===== config.mk =====
export PLATFORM = sky130hd
export DESIGN_NAME = eeprom_cmd_seq_flat
export DESIGN_NICKNAME = d
export VERILOG_FILES = /design/src/rtl/eeprom_pkg.sv /design/src/rtl/eeprom_cmd_seq_if.sv /design/src/rtl/sync_fifo.sv /design/src/rtl/eeprom_cmd_seq.sv /design/src/flat_wrapper.sv
export SDC_FILE = /design/constraint.sdc
export NUM_CORES = 1
export LEC_CHECK = 0
export CORE_ASPECT_RATIO = 1.25
export CORE_UTILIZATION = 45
export CTS_BUF_LIST = sky130_fd_sc_hd__clkbuf_2 sky130_fd_sc_hd__clkbuf_4 sky130_fd_sc_hd__clkbuf_8
export CTS_CLUSTER_DIAMETER = 40
export DETAILED_ROUTE_END_ITERATION = 10
export PLACE_DENSITY = 0.68
export SLEW_MARGIN = 40
export SYNTH_ARGS = -nofsm -noshare
export SYNTH_HDL_FRONTEND = slang
export SYNTH_HIERARCHICAL = 1
export SYNTH_SLANG_ARGS = --single-unit

===== constraint.sdc =====
create_clock -name CLK -period 2.4 [get_ports CLK]
set_input_delay 0.48 -clock CLK [delete_from_list [all_inputs] [get_ports CLK]]
set_output_delay 0.48 -clock CLK [all_outputs]
set_load 0.01 [all_outputs]

===== src/rtl/eeprom_pkg.sv =====
// Shared types, op codes and defaults for the EEPROM command sequencer.
// Latency: n/a (declarations only).
// Backpressure: n/a.
package eeprom_pkg;

  // Sequencer states
  typedef enum logic [1:0] {
    ST_IDLE     = 2'd0,
    ST_ISSUE    = 2'd1,
    ST_RELEASE  = 2'd2,
    ST_TWR_WAIT = 2'd3
  } state_t;

  // Start_Sig op codes presented to the I2C engine
  localparam logic [1:0] OP_IDLE = 2'b00;
  localparam logic [1:0] OP_WR   = 2'b01;
  localparam logic [1:0] OP_RD   = 2'b10;

  // Default parameter values
  localparam int DEF_FIFO_DEPTH     = 4;
  localparam int DEF_TWR_CYCLES     = 250000;
  localparam int DEF_TIMEOUT_CYCLES = 1000000;

  // One queued command: rw = 1 means byte read
  typedef struct packed {
    logic       rw;
    logic [7:0] addr;
    logic [7:0] data;
  } cmd_t;

  localparam int CMD_W = 17;

  // Counter width for a cycle count, never narrower than one bit
  function automatic int cnt_w(input int n);
    return (n > 1) ? $clog2(n) : 1;
  endfunction

endpackage


===== src/rtl/eeprom_cmd_seq_if.sv =====
// Command/response bus between a requester and the EEPROM sequencer.
// Latency: none, wires only.
// Backpressure: Cmd_Ready stalls Cmd_Valid; responses are unthrottled pulses.
interface eeprom_cmd_seq_if;
  logic       Cmd_Valid;
  logic       Cmd_Ready;
  logic       Cmd_Rw;
  logic [7:0] Cmd_Addr;
  logic [7:0] Cmd_Data;
  logic       Rsp_Valid;
  logic [7:0] Rsp_Data;
  logic [7:0] Rsp_Addr;
  logic       Rsp_Err;

  // Requester side
  modport master (
    output Cmd_Valid, Cmd_Rw, Cmd_Addr, Cmd_Data,
    input  Cmd_Ready, Rsp_Valid, Rsp_Data, Rsp_Addr, Rsp_Err
  );

  // Sequencer side
  modport slave (
    input  Cmd_Valid, Cmd_Rw, Cmd_Addr, Cmd_Data,
    output Cmd_Ready, Rsp_Valid, Rsp_Data, Rsp_Addr, Rsp_Err
  );
endinterface


===== src/rtl/sync_fifo.sv =====
// Single-clock FIFO with extra-bit pointers for full/empty detection.
// Latency: pushed entry visible at pop_dat one cycle after the push edge.
// Backpressure: pushes while full and pops while empty are dropped.
module sync_fifo #(
  parameter int WIDTH = 17,
  parameter int DEPTH = 4
) (
  input  logic             clk,
  input  logic             rst_n,
  input  logic             push_vld,
  input  logic [WIDTH-1:0] push_dat,
  input  logic             pop_vld,
  output logic [WIDTH-1:0] pop_dat,
  output logic             full,
  output logic             empty
);

  localparam int AW = (DEPTH > 1) ? $clog2(DEPTH) : 1;

  logic [AW:0]      wr_ptr;
  logic [AW:0]      rd_ptr;
  logic [WIDTH-1:0] mem [DEPTH];
  logic             do_push;
  logic             do_pop;

  assign empty   = (wr_ptr == rd_ptr);
  assign full    = (wr_ptr[AW] != rd_ptr[AW]) && (wr_ptr[AW-1:0] == rd_ptr[AW-1:0]);
  assign do_push = push_vld && !full;
  assign do_pop  = pop_vld && !empty;
  assign pop_dat = mem[rd_ptr[AW-1:0]];

  // Pointers wrap naturally modulo DEPTH; the top bit tells full from empty
  always_ff @(posedge clk or negedge rst_n) begin
    if (!rst_n) begin
      wr_ptr <= '0;
      rd_ptr <= '0;
    end else begin
      if (do_push) wr_ptr <= wr_ptr + 1'b1;
      if (do_pop)  rd_ptr <= rd_ptr + 1'b1;
    end
  end

  // Storage needs no reset; empty pointers make stale contents unreachable
  always_ff @(posedge clk) begin
    if (do_push) mem[wr_ptr[AW-1:0]] <= push_dat;
  end

endmodule


===== src/rtl/eeprom_cmd_seq.sv =====
// Queues EEPROM byte read/write commands and sequences them onto an I2C engine.
// Latency: head issued 1 cycle after reaching IDLE; read response 1 cycle after Done_Sig.
// Backpressure: Cmd_Ready drops while the command FIFO is full.
module eeprom_cmd_seq
  import eeprom_pkg::*;
#(
  parameter int FIFO_DEPTH     = DEF_FIFO_DEPTH,
  parameter int TWR_CYCLES     = DEF_TWR_CYCLES,
  parameter int TIMEOUT_CYCLES = DEF_TIMEOUT_CYCLES
) (
  input  logic                 CLK,
  input  logic                 RSTn,
  eeprom_cmd_seq_if.slave      cmd_bus,
  output logic                 Busy,
  output logic [1:0]           Start_Sig,
  output logic [7:0]           Addr_Sig,
  output logic [7:0]           WrData,
  input  logic [7:0]           RdData,
  input  logic                 Done_Sig
);

  localparam int TWR_W = cnt_w(TWR_CYCLES);
  localparam int TO_W  = cnt_w(TIMEOUT_CYCLES);
  localparam logic [TWR_W-1:0] TWR_LAST = TWR_W'(TWR_CYCLES - 1);
  localparam logic [TO_W-1:0]  TO_LAST  = TO_W'(TIMEOUT_CYCLES - 1);

  cmd_t             push_cmd;
  cmd_t             head_cmd;
  logic             push_vld;
  logic             pop_vld;
  logic             fifo_full;
  logic             fifo_empty;
  logic             rdy_en;
  state_t           state;
  logic             op_rd;
  logic             timed_out;
  logic [TWR_W-1:0] twr_cnt;
  logic [TO_W-1:0]  to_cnt;

  assign push_cmd          = '{rw: cmd_bus.Cmd_Rw, addr: cmd_bus.Cmd_Addr, data: cmd_bus.Cmd_Data};
  assign cmd_bus.Cmd_Ready = rdy_en && !fifo_full;
  assign push_vld          = cmd_bus.Cmd_Valid && cmd_bus.Cmd_Ready;
  assign pop_vld           = (state == ST_IDLE) && !fifo_empty;
  assign Busy              = !fifo_empty || (state != ST_IDLE);

  sync_fifo #(
    .WIDTH (CMD_W),
    .DEPTH (FIFO_DEPTH)
  ) u_fifo (
    .clk      (CLK),
    .rst_n    (RSTn),
    .push_vld (push_vld),
    .push_dat (push_cmd),
    .pop_vld  (pop_vld),
    .pop_dat  (head_cmd),
    .full     (fifo_full),
    .empty    (fifo_empty)
  );

  // Hold Cmd_Ready low through reset and until the first edge after release
  always_ff @(posedge CLK or negedge RSTn) begin
    if (!RSTn) rdy_en <= 1'b0;
    else       rdy_en <= 1'b1;
  end

  // Sequencer: issue head command, wait for Done_Sig or timeout, release, write-cycle wait
  always_ff @(posedge CLK or negedge RSTn) begin
    if (!RSTn) begin
      state             <= ST_IDLE;
      Start_Sig         <= OP_IDLE;
      Addr_Sig          <= 8'h00;
      WrData            <= 8'h00;
      op_rd             <= 1'b0;
      timed_out         <= 1'b0;
      twr_cnt           <= '0;
      to_cnt            <= '0;
      cmd_bus.Rsp_Valid <= 1'b0;
      cmd_bus.Rsp_Err   <= 1'b0;
      cmd_bus.Rsp_Data  <= 8'h00;
      cmd_bus.Rsp_Addr  <= 8'h00;
    end else begin
      cmd_bus.Rsp_Valid <= 1'b0;
      case (state)
        ST_IDLE: begin
          if (!fifo_empty) begin
            Addr_Sig  <= head_cmd.addr;
            WrData    <= head_cmd.data;
            op_rd     <= head_cmd.rw;
            Start_Sig <= head_cmd.rw ? OP_RD : OP_WR;
            to_cnt    <= '0;
            timed_out <= 1'b0;
            state     <= ST_ISSUE;
          end
        end
        ST_ISSUE: begin
          if (Done_Sig) begin
            Start_Sig <= OP_IDLE;
            state     <= ST_RELEASE;
            if (op_rd) begin
              cmd_bus.Rsp_Valid <= 1'b1;
              cmd_bus.Rsp_Err   <= 1'b0;
              cmd_bus.Rsp_Data  <= RdData;
              cmd_bus.Rsp_Addr  <= Addr_Sig;
            end
          end else if (to_cnt == TO_LAST) begin
            // Engine never answered: report the address, keep the last read byte
            Start_Sig         <= OP_IDLE;
            state             <= ST_RELEASE;
            timed_out         <= 1'b1;
            cmd_bus.Rsp_Valid <= 1'b1;
            cmd_bus.Rsp_Err   <= 1'b1;
            cmd_bus.Rsp_Addr  <= Addr_Sig;
          end else begin
            to_cnt <= to_cnt + 1'b1;
          end
        end
        ST_RELEASE: begin
          twr_cnt <= '0;
          // Only a completed write needs the EEPROM internal write time
          state   <= (!op_rd && !timed_out) ? ST_TWR_WAIT : ST_IDLE;
        end
        ST_TWR_WAIT: begin
          if (twr_cnt == TWR_LAST) state <= ST_IDLE;
          else                     twr_cnt <= twr_cnt + 1'b1;
        end
        default: state <= ST_IDLE;
      endcase
    end
  end

endmodule


===== src/flat_wrapper.sv =====
// flat-port wrapper written by rule: the top's interface ports become plain ports
module eeprom_cmd_seq_flat import eeprom_pkg::*;
#(
  parameter int FIFO_DEPTH     = DEF_FIFO_DEPTH,
  parameter int TWR_CYCLES     = DEF_TWR_CYCLES,
  parameter int TIMEOUT_CYCLES = DEF_TIMEOUT_CYCLES
)
  (CLK, RSTn, Busy, Start_Sig, Addr_Sig, WrData, RdData, Done_Sig, cmd_bus_Cmd_Valid, cmd_bus_Cmd_Rw, cmd_bus_Cmd_Addr, cmd_bus_Cmd_Data, cmd_bus_Cmd_Ready, cmd_bus_Rsp_Valid, cmd_bus_Rsp_Data, cmd_bus_Rsp_Addr, cmd_bus_Rsp_Err);
  eeprom_cmd_seq_if cmd_bus_i ();
  input  logic CLK;
  input  logic RSTn;
  output logic Busy;
  output logic [1:0] Start_Sig;
  output logic [7:0] Addr_Sig;
  output logic [7:0] WrData;
  input  logic [7:0] RdData;
  input  logic Done_Sig;
  input wire logic [$bits(cmd_bus_i.Cmd_Valid)-1:0] cmd_bus_Cmd_Valid;
  input wire logic [$bits(cmd_bus_i.Cmd_Rw)-1:0] cmd_bus_Cmd_Rw;
  input wire logic [$bits(cmd_bus_i.Cmd_Addr)-1:0] cmd_bus_Cmd_Addr;
  input wire logic [$bits(cmd_bus_i.Cmd_Data)-1:0] cmd_bus_Cmd_Data;
  output wire logic [$bits(cmd_bus_i.Cmd_Ready)-1:0] cmd_bus_Cmd_Ready;
  output wire logic [$bits(cmd_bus_i.Rsp_Valid)-1:0] cmd_bus_Rsp_Valid;
  output wire logic [$bits(cmd_bus_i.Rsp_Data)-1:0] cmd_bus_Rsp_Data;
  output wire logic [$bits(cmd_bus_i.Rsp_Addr)-1:0] cmd_bus_Rsp_Addr;
  output wire logic [$bits(cmd_bus_i.Rsp_Err)-1:0] cmd_bus_Rsp_Err;
  assign cmd_bus_i.Cmd_Valid = cmd_bus_Cmd_Valid;
  assign cmd_bus_i.Cmd_Rw = cmd_bus_Cmd_Rw;
  assign cmd_bus_i.Cmd_Addr = cmd_bus_Cmd_Addr;
  assign cmd_bus_i.Cmd_Data = cmd_bus_Cmd_Data;
  assign cmd_bus_Cmd_Ready = cmd_bus_i.Cmd_Ready;
  assign cmd_bus_Rsp_Valid = cmd_bus_i.Rsp_Valid;
  assign cmd_bus_Rsp_Data = cmd_bus_i.Rsp_Data;
  assign cmd_bus_Rsp_Addr = cmd_bus_i.Rsp_Addr;
  assign cmd_bus_Rsp_Err = cmd_bus_i.Rsp_Err;
  eeprom_cmd_seq #(.FIFO_DEPTH(FIFO_DEPTH), .TWR_CYCLES(TWR_CYCLES), .TIMEOUT_CYCLES(TIMEOUT_CYCLES)) u_core (.CLK(CLK), .RSTn(RSTn), .cmd_bus(cmd_bus_i), .Busy(Busy), .Start_Sig(Start_Sig), .Addr_Sig(Addr_Sig), .WrData(WrData), .RdData(RdData), .Done_Sig(Done_Sig));
endmodule

==> flow_metrics.env, run 1 <==
export IMPL_overflow=0
export IMPL_critPathKind="reg -> out"
export IMPL_cp_required_ns=1.92
export IMPL_fin_util_pct=56.9
export IMPL_grt_max_degree=32
export IMPL_gp_congestion=0.865
export IMPL_critPathMaxFanout=5
export IMPL_synthArstFlopShare_pct=55.6
export IMPL_syn_nets=550
export IMPL_synthCells=514
export IMPL_slew_viol_final=0
export IMPL_clock_sinks=153
export IMPL_grtUsageTotal_pct=19.5
export IMPL_tns_ns=0
export IMPL_cp_endpoint="cmd_bus_Cmd_Ready"
export IMPL_clock_latency_ns=0.45
export IMPL_rows=49
export IMPL_finalCritPeriodShare_pct=91.4
export IMPL_viasPerCell=5.46
export IMPL_synth_area_per_cell_um2=12.8
export IMPL_worstSetupStartpoint="u_core/u_fifo/wr_ptr[2]$_DFFE_PN0P_"
export IMPL_h_tree_depth=4
export IMPL_clk_pin_slew_ns=0.08
export IMPL_synth_area_um2=6580
export IMPL_die_w_um=110
export IMPL_fin_worst_skew_ns=0.0117
export IMPL_cp_buffers_inverters=3
export IMPL_p_sw_mw=1.38
export IMPL_power_mw=5.52
export IMPL_critPathTopFamily="flip-flops"
export IMPL_wl_um=13700
export IMPL_antenna_left=0
export IMPL_power_share_combinational_pct=11.3
export IMPL_top_level_ports=67
export IMPL_hpwlAfterDp_um=9470
export IMPL_crit_cells=6
export IMPL_worstReg2RegEnd="u_core/u_fifo/mem[3][7]$_DFFE_PP_"
export IMPL_sequentialPowerShare_pct=53.4
export IMPL_cts_tree="built"
export IMPL_routedWlPerCell_um=16.9
export IMPL_p_clk_share_pct=35.3
export IMPL_port_buffers=66
export IMPL_startpoint_type="register"
export IMPL_final_setup_viol_count=0
export IMPL_ir_drop_uv=468
export IMPL_hp_class="in -> async"
export IMPL_vias=4445
export IMPL_grt_pass1_vias=4385
export IMPL_synth_fa_ha_area_share_pct=1.33
export IMPL_diodes=0
export IMPL_yosysWarnings=6
export IMPL_sw_frac_of_total_pct=24.9
export IMPL_p_per_area_nw_per_um2=676
export IMPL_rrSetupSlack_ns=0.21
export IMPL_drc=0
export IMPL_core_area_um2=14300
export IMPL_fin_crit_ns=2.19
export IMPL_arrival_ns=1.71
export IMPL_num_nets_final=659
export IMPL_mostFrequentLayoutCell="nand2_1"
export IMPL_synth_distinct_cells=56
export IMPL_most_common_layout_cells="nand2_1, dfrtp_1, edfxtp_1"
export IMPL_ys_flop_type="dfrtp_1"
export IMPL_ff2ff_path_depth=9
export IMPL_path_cells="xor2_2, buf_4, nand3_1, inv_1, nor2b_1, clkbuf_2"
export IMPL_p_leak_nw=3.29
export IMPL_p_int_mw=4.15
export IMPL_worst_slack_ns=0.207
export IMPL_tightest_slew_ns=0.520
export IMPL_syn2layout_area_growth_pct=24.1
export IMPL_worstReg2RegStart="u_core/u_fifo/wr_ptr[2]$_DFFE_PN0P_"
export IMPL_synthSimpleGateAreaFrac_pct=13.7
export IMPL_synth_top_family_by_area="simple AND/OR/NAND/NOR gates"
export IMPL_status="completed"
export IMPL_fmax_mhz=456
export IMPL_yosysSeqAreaShare_pct=63.4
export IMPL_drv_cap=0
export IMPL_grt_pass1_wl_um=21800
export IMPL_rsz0062_at_grt="false"
export IMPL_die_h_um=137
export IMPL_first_pass_iters=7
export IMPL_crit_slowest_cell="dfrtp_2"
export IMPL_max_slew_margin_pct=65.1
export IMPL_grt_antenna_before_repair=0
export IMPL_cts_max_path_buffers=2
export IMPL_die_area_um2=15100
export IMPL_root_buffer="clkbuf_8"
export IMPL_drive_gt1_share_pct=19.5
export IMPL_cp_end_kind="output pin"
export IMPL_post_synth_xor_area_fraction_pct=1.54
export IMPL_dr_first_iter_drc_count=267
export IMPL_synth_edf_count=68
export IMPL_synth_compound_area_share_pct=8.84
export IMPL_detailedPlace_worstSlack_ns=0.110
export IMPL_start_util_pct=45.9
export IMPL_synth_area_mux_share_pct=9.17
export IMPL_numCtsBuffers=17
export IMPL_max_stage_delay_ns=0.44
export IMPL_hold_violations=0
export IMPL_synth_seq_cells=153
-- cells in the mapped netlist (5+ instances only) --
library cell | n | area share, %
mux2_2 | 16 | 2.7
a21oi_1 | 19 | 1.4
o21ai_0 | 29 | 2.2
and3_1 | 11 | 1.0
nand2_1 | 93 | 5.3
nor2_1 | 16 | 0.91
ha_1 | 7 | 1.3
nand4_1 | 5 | 0.48
or3_1 | 6 | 0.57
mux4_2 | 17 | 5.8
buf_2 | 8 | 0.61
nor3_1 | 6 | 0.46
o31ai_1 | 12 | 1.4
edfxtp_1 | 68 | 31
a31oi_1 | 7 | 0.67
dfrtp_1 | 85 | 32
nand3_1 | 32 | 2.4
inv_1 | 13 | 0.74
-- through the flow --
step / cells / hold slack [ns] / area [um^2]
4_1_cts: 814 / 0.458 / 8170
2_1_floorplan: 514 / 0.184 / 6590
3_3_place_gp: 778 / 0.402 / 7710
3_5_place_dp: 778 / 0.412 / 7710
6_report: 814 / 0.470 / 8170
5_1_grt: 814 / 0.506 / 8170
-- per-layer routing --
metal / global-route usage (%) / wire length (um)
met5: 0 / 0
met4: 7.46 / 172
met3: 4.78 / 544
met2: 32.9 / 7150
met1: 24.2 / 5870
-- registers in the layout, indices dropped and copies added, names as in the netlist --
signal	cells
u_core/Start_Sig	2
u_core/twr_cnt	18
u_core/state	2
u_core/u_fifo/rd_ptr	3
u_core/cmd_bus.Rsp_Data	8
u_core/rdy_en	1
u_core/cmd_bus.Rsp_Addr	8
u_core/op_rd	1
u_core/u_fifo/mem	68
u_core/u_fifo/wr_ptr	3
u_core/to_cnt	20
u_core/Addr_Sig	8
u_core/cmd_bus.Rsp_Err	1
u_core/WrData	8
u_core/timed_out	1
u_core/cmd_bus.Rsp_Valid	1
-- timing repair --
| action | 4_1_cts | 5_1_grt |
|---|---|---|
| setup endpoints to repair | 2 | 7 |
| setup buffers | 3 | 0 |
| endpoints found under the hold margin | 21 | 0 |
| hold buffers | 1 | 0 |
| pin swaps | 0 | 0 |
| resized for setup | 9 | 5 |
-- final cells by class --
class / count / area (um^2)
sequential: 153 / 4170
tap: 178 / 223
multi-input combinational: 333 / 2320
timing repair buffer: 105 / 1010
fill: 1237 / 6180
clock buffer: 19 / 255
clock inverter: 13 / 140
inverter: 13 / 48.8
-- cells by family (layout without fill, tap and decap cells) --
kind of cell | after synthesis | in the layout
adder cells (fa/ha/maj) | 7 | 7
multiplexers | 37 | 37
AO/OA/AOI/OAI | 88 | 88
other | 1 | 1
XOR/XNOR | 9 | 9
AND/OR/NAND/NOR | 191 | 191
buffers and inverters | 28 | 150
flip-flops | 153 | 153
-- power groups by stage --
stage | registers (mW) | clock network (mW) | logic, mW
2_1_floorplan | 3.00 | 0 | 0.280
3_3_place_gp | 3.00 | 0 | 0.551
3_5_place_dp | 3.01 | 0 | 0.554
4_1_cts | 2.95 | 1.99 | 0.632
5_1_grt | 2.96 | 2.11 | 0.683
6_report | 2.95 | 1.95 | 0.625
-- how the worst min path moves through the flow --
stage / end / slack (ns) / depth (start not counted) / from
after CTS: u_core/twr_cnt[0]$_DFFE_PN0P_ / 0.46 / 2 / RSTn
after floorplan: u_core/Addr_Sig[0]$_DFFE_PN0P_ / 0.18 / 0 / RSTn
final: u_core/twr_cnt[4]$_DFFE_PN0P_ / 0.47 / 2 / RSTn
after global routing: u_core/twr_cnt[4]$_DFFE_PN0P_ / 0.51 / 2 / RSTn
after global placement: u_core/twr_cnt[4]$_DFFE_PN0P_ / 0.40 / 1 / RSTn
after detailed placement: u_core/twr_cnt[0]$_DFFE_PN0P_ / 0.41 / 1 / RSTn
No activity file was read; power rests on OpenSTA's default activity.
==> run 2, diff against run 1 <==
- CORE_ASPECT_RATIO: 1.25 -> 1.75
- clock period: 2.4 -> 2 ns (I/O delays scaled with it)
==> flow_metrics.env, run 2 (synthesis results as in run 1) <==
export IMPL_gp_congestion=0.903
export IMPL_busiest_layer="met2"
export IMPL_top_level_ports=67
export IMPL_fin_worst_skew_ns=0.0160
export IMPL_cts_max_path_buffers=2
export IMPL_drive_gt1_share_pct=28.4
export IMPL_rows=58
export IMPL_clk_pin_slew_ns=0.10
export IMPL_mostFrequentLayoutCell="nand2_1"
export IMPL_die_w_um=93.4
export IMPL_status="complete, but fails checks"
export IMPL_viasPerCell=5.52
export IMPL_die_h_um=162
export IMPL_dr_first_iter_drc_count=275
export IMPL_hp_class="in -> async"
export IMPL_wl_um=15200
export IMPL_worst_slack_ns=-0.0362
export IMPL_ff2ff_path_depth=8
export IMPL_first_pass_iters=4
export IMPL_cp_end_kind="output pin"
export IMPL_seq_area_um2=4170
export IMPL_cts_tree="built"
export IMPL_rrSetupSlack_ns=0.02
export IMPL_rsz0062_at_grt="true"
export IMPL_met3_usage_pct=4.78
export IMPL_slew_viol_final=0
export IMPL_violations="negative setup slack"
export IMPL_diodes=0
export IMPL_core_area_um2=14300
export IMPL_fin_util_pct=61.3
export IMPL_p_leak_nw=3.58
export IMPL_vias=4732
export IMPL_drc=0
export IMPL_hpwlAfterDp_um=10400
export IMPL_grt_antenna_before_repair=0
export IMPL_grt_pass1_wl_um=23700
export IMPL_routedWlPerCell_um=17.7
export IMPL_start_util_pct=46.0
export IMPL_h_tree_depth=4
export IMPL_critPathKind="reg -> out"
export IMPL_fin_hold_ws_ns=0.377
export IMPL_startpoint_type="register"
export IMPL_numCtsBuffers=17
export IMPL_grt_pass1_vias=4873
export IMPL_overflow=0
export IMPL_port_buffers=66
export IMPL_worstReg2RegEnd="u_core/to_cnt[11]$_DFFE_PN0P_"
export IMPL_drv_cap=0
export IMPL_fill_cells=1086
export IMPL_num_nets_final=700
export IMPL_fin_crit_ns=2.04
export IMPL_ir_drop_uv=728
export IMPL_use_met1_pct=21.6
export IMPL_finalCritPeriodShare_pct=102
export IMPL_clock_sinks=153
export IMPL_root_buffer="clkbuf_8"
export IMPL_multi_input_area_um2=2480
export IMPL_cp_required_ns=1.60
export IMPL_clock_latency_ns=0.45
export IMPL_p_per_area_nw_per_um2=778
export IMPL_detailedPlace_worstSlack_ns=-0.0938
export IMPL_grtUsageTotal_pct=20.7
export IMPL_worstReg2RegStart="u_core/u_fifo/wr_ptr[0]$_DFFE_PN0P_"
export IMPL_antenna_left=0
export IMPL_die_area_um2=15100
export IMPL_tns_ns=-0.0412
export IMPL_arrival_ns=1.64
export IMPL_syn2layout_area_growth_pct=33.1
export IMPL_fmax_mhz=491
export IMPL_hold_violations=0
export IMPL_gr_usage_met2_pct=38.8
export IMPL_largest_register_ff_count=68
export IMPL_critPathMaxFanout=2
export IMPL_final_setup_viol_count=2
export IMPL_most_common_layout_cells="nand2_1, dfrtp_1, edfxtp_1"
export IMPL_power_mw=6.82
export IMPL_grt_max_degree=39
run 2: changes by cell type in the layout (fill, tap and decap cells not counted), sizes merged:
cell / change
buf: +41
bufinv: -2
clkbuf: -2
clkdlybuf4s15: +1
clkinv: +4
clkinvlp: +1
dlygate4sd2: -1
inv: -1
run 2: metal layers:
| metal | share of wire, % | vias up |
|---|---|---|
| li1 | - | 2203 |
| met1 | 36 | 2366 |
| met2 | 57 | 135 |
| met3 | 4.1 | 28 |
| met4 | 2.5 | 0 |
| met5 | 0 | - |
run 2: worst max-delay path: stages, from the launching register on:
cell and delay (ns):
dfrtp_2 0.46, xor2_4 0.20, nor3_4 0.24, buf_6 0.13
nand2_4 0.04, buf_6 0.12
run 2: power breakdown:
group          internal [mW]  switching [mW]
registers               3.46          0.0629
clock network          0.958            1.37
logic                  0.471           0.493
total                   4.89            1.93
run 2: area by class of cell:
type | count | share of cell area [%]
Multi-Input combinational cell | 333 | 28.3
Tap cell | 180 | 2.57
Timing Repair Buffer | 146 | 16.2
Inverter | 13 | 0.557
Sequential cell | 153 | 47.6
Clock inverter | 15 | 2.11
Clock buffer | 17 | 2.67
run 2: how the worst max path moves through the flow:
stage	start	to	slack (ns)	depth (start not counted)
after global routing	u_core/u_fifo/rd_ptr[2]$_DFFE_PN0P_	cmd_bus_Cmd_Ready	-0.12	6
after detailed placement	Done_Sig	u_core/to_cnt[12]$_DFFE_PN0P_	-0.09	6
after CTS	u_core/u_fifo/rd_ptr[0]$_DFFE_PN0P_	cmd_bus_Cmd_Ready	-0.02	6
after floorplan	u_core/u_fifo/rd_ptr[0]$_DFFE_PN0P_	u_core/u_fifo/mem[3][0]$_DFFE_PP_	-0.01	8
final	u_core/u_fifo/wr_ptr[0]$_DFFE_PN0P_	Busy	-0.04	5
after global placement	u_core/to_cnt[1]$_DFFE_PN0P_	u_core/to_cnt[17]$_DFFE_PN0P_	-0.20	6
run 2: metrics by stage:
step	cells	cell area (um^2)
floorplan	514	6670
global placement	808	7990
detailed placement	808	7990
CTS	846	8510
global route	857	8760
finish	857	8760
run 2: what timing repair did:
action	in CTS	in global routing
endpoints found under the setup margin	29	55
buffers inserted	5	10
gates resized for setup	22	46
cloned	0	2
endpoints found under the hold margin	17	0
hold buffers	1	0
pin swaps	6	12
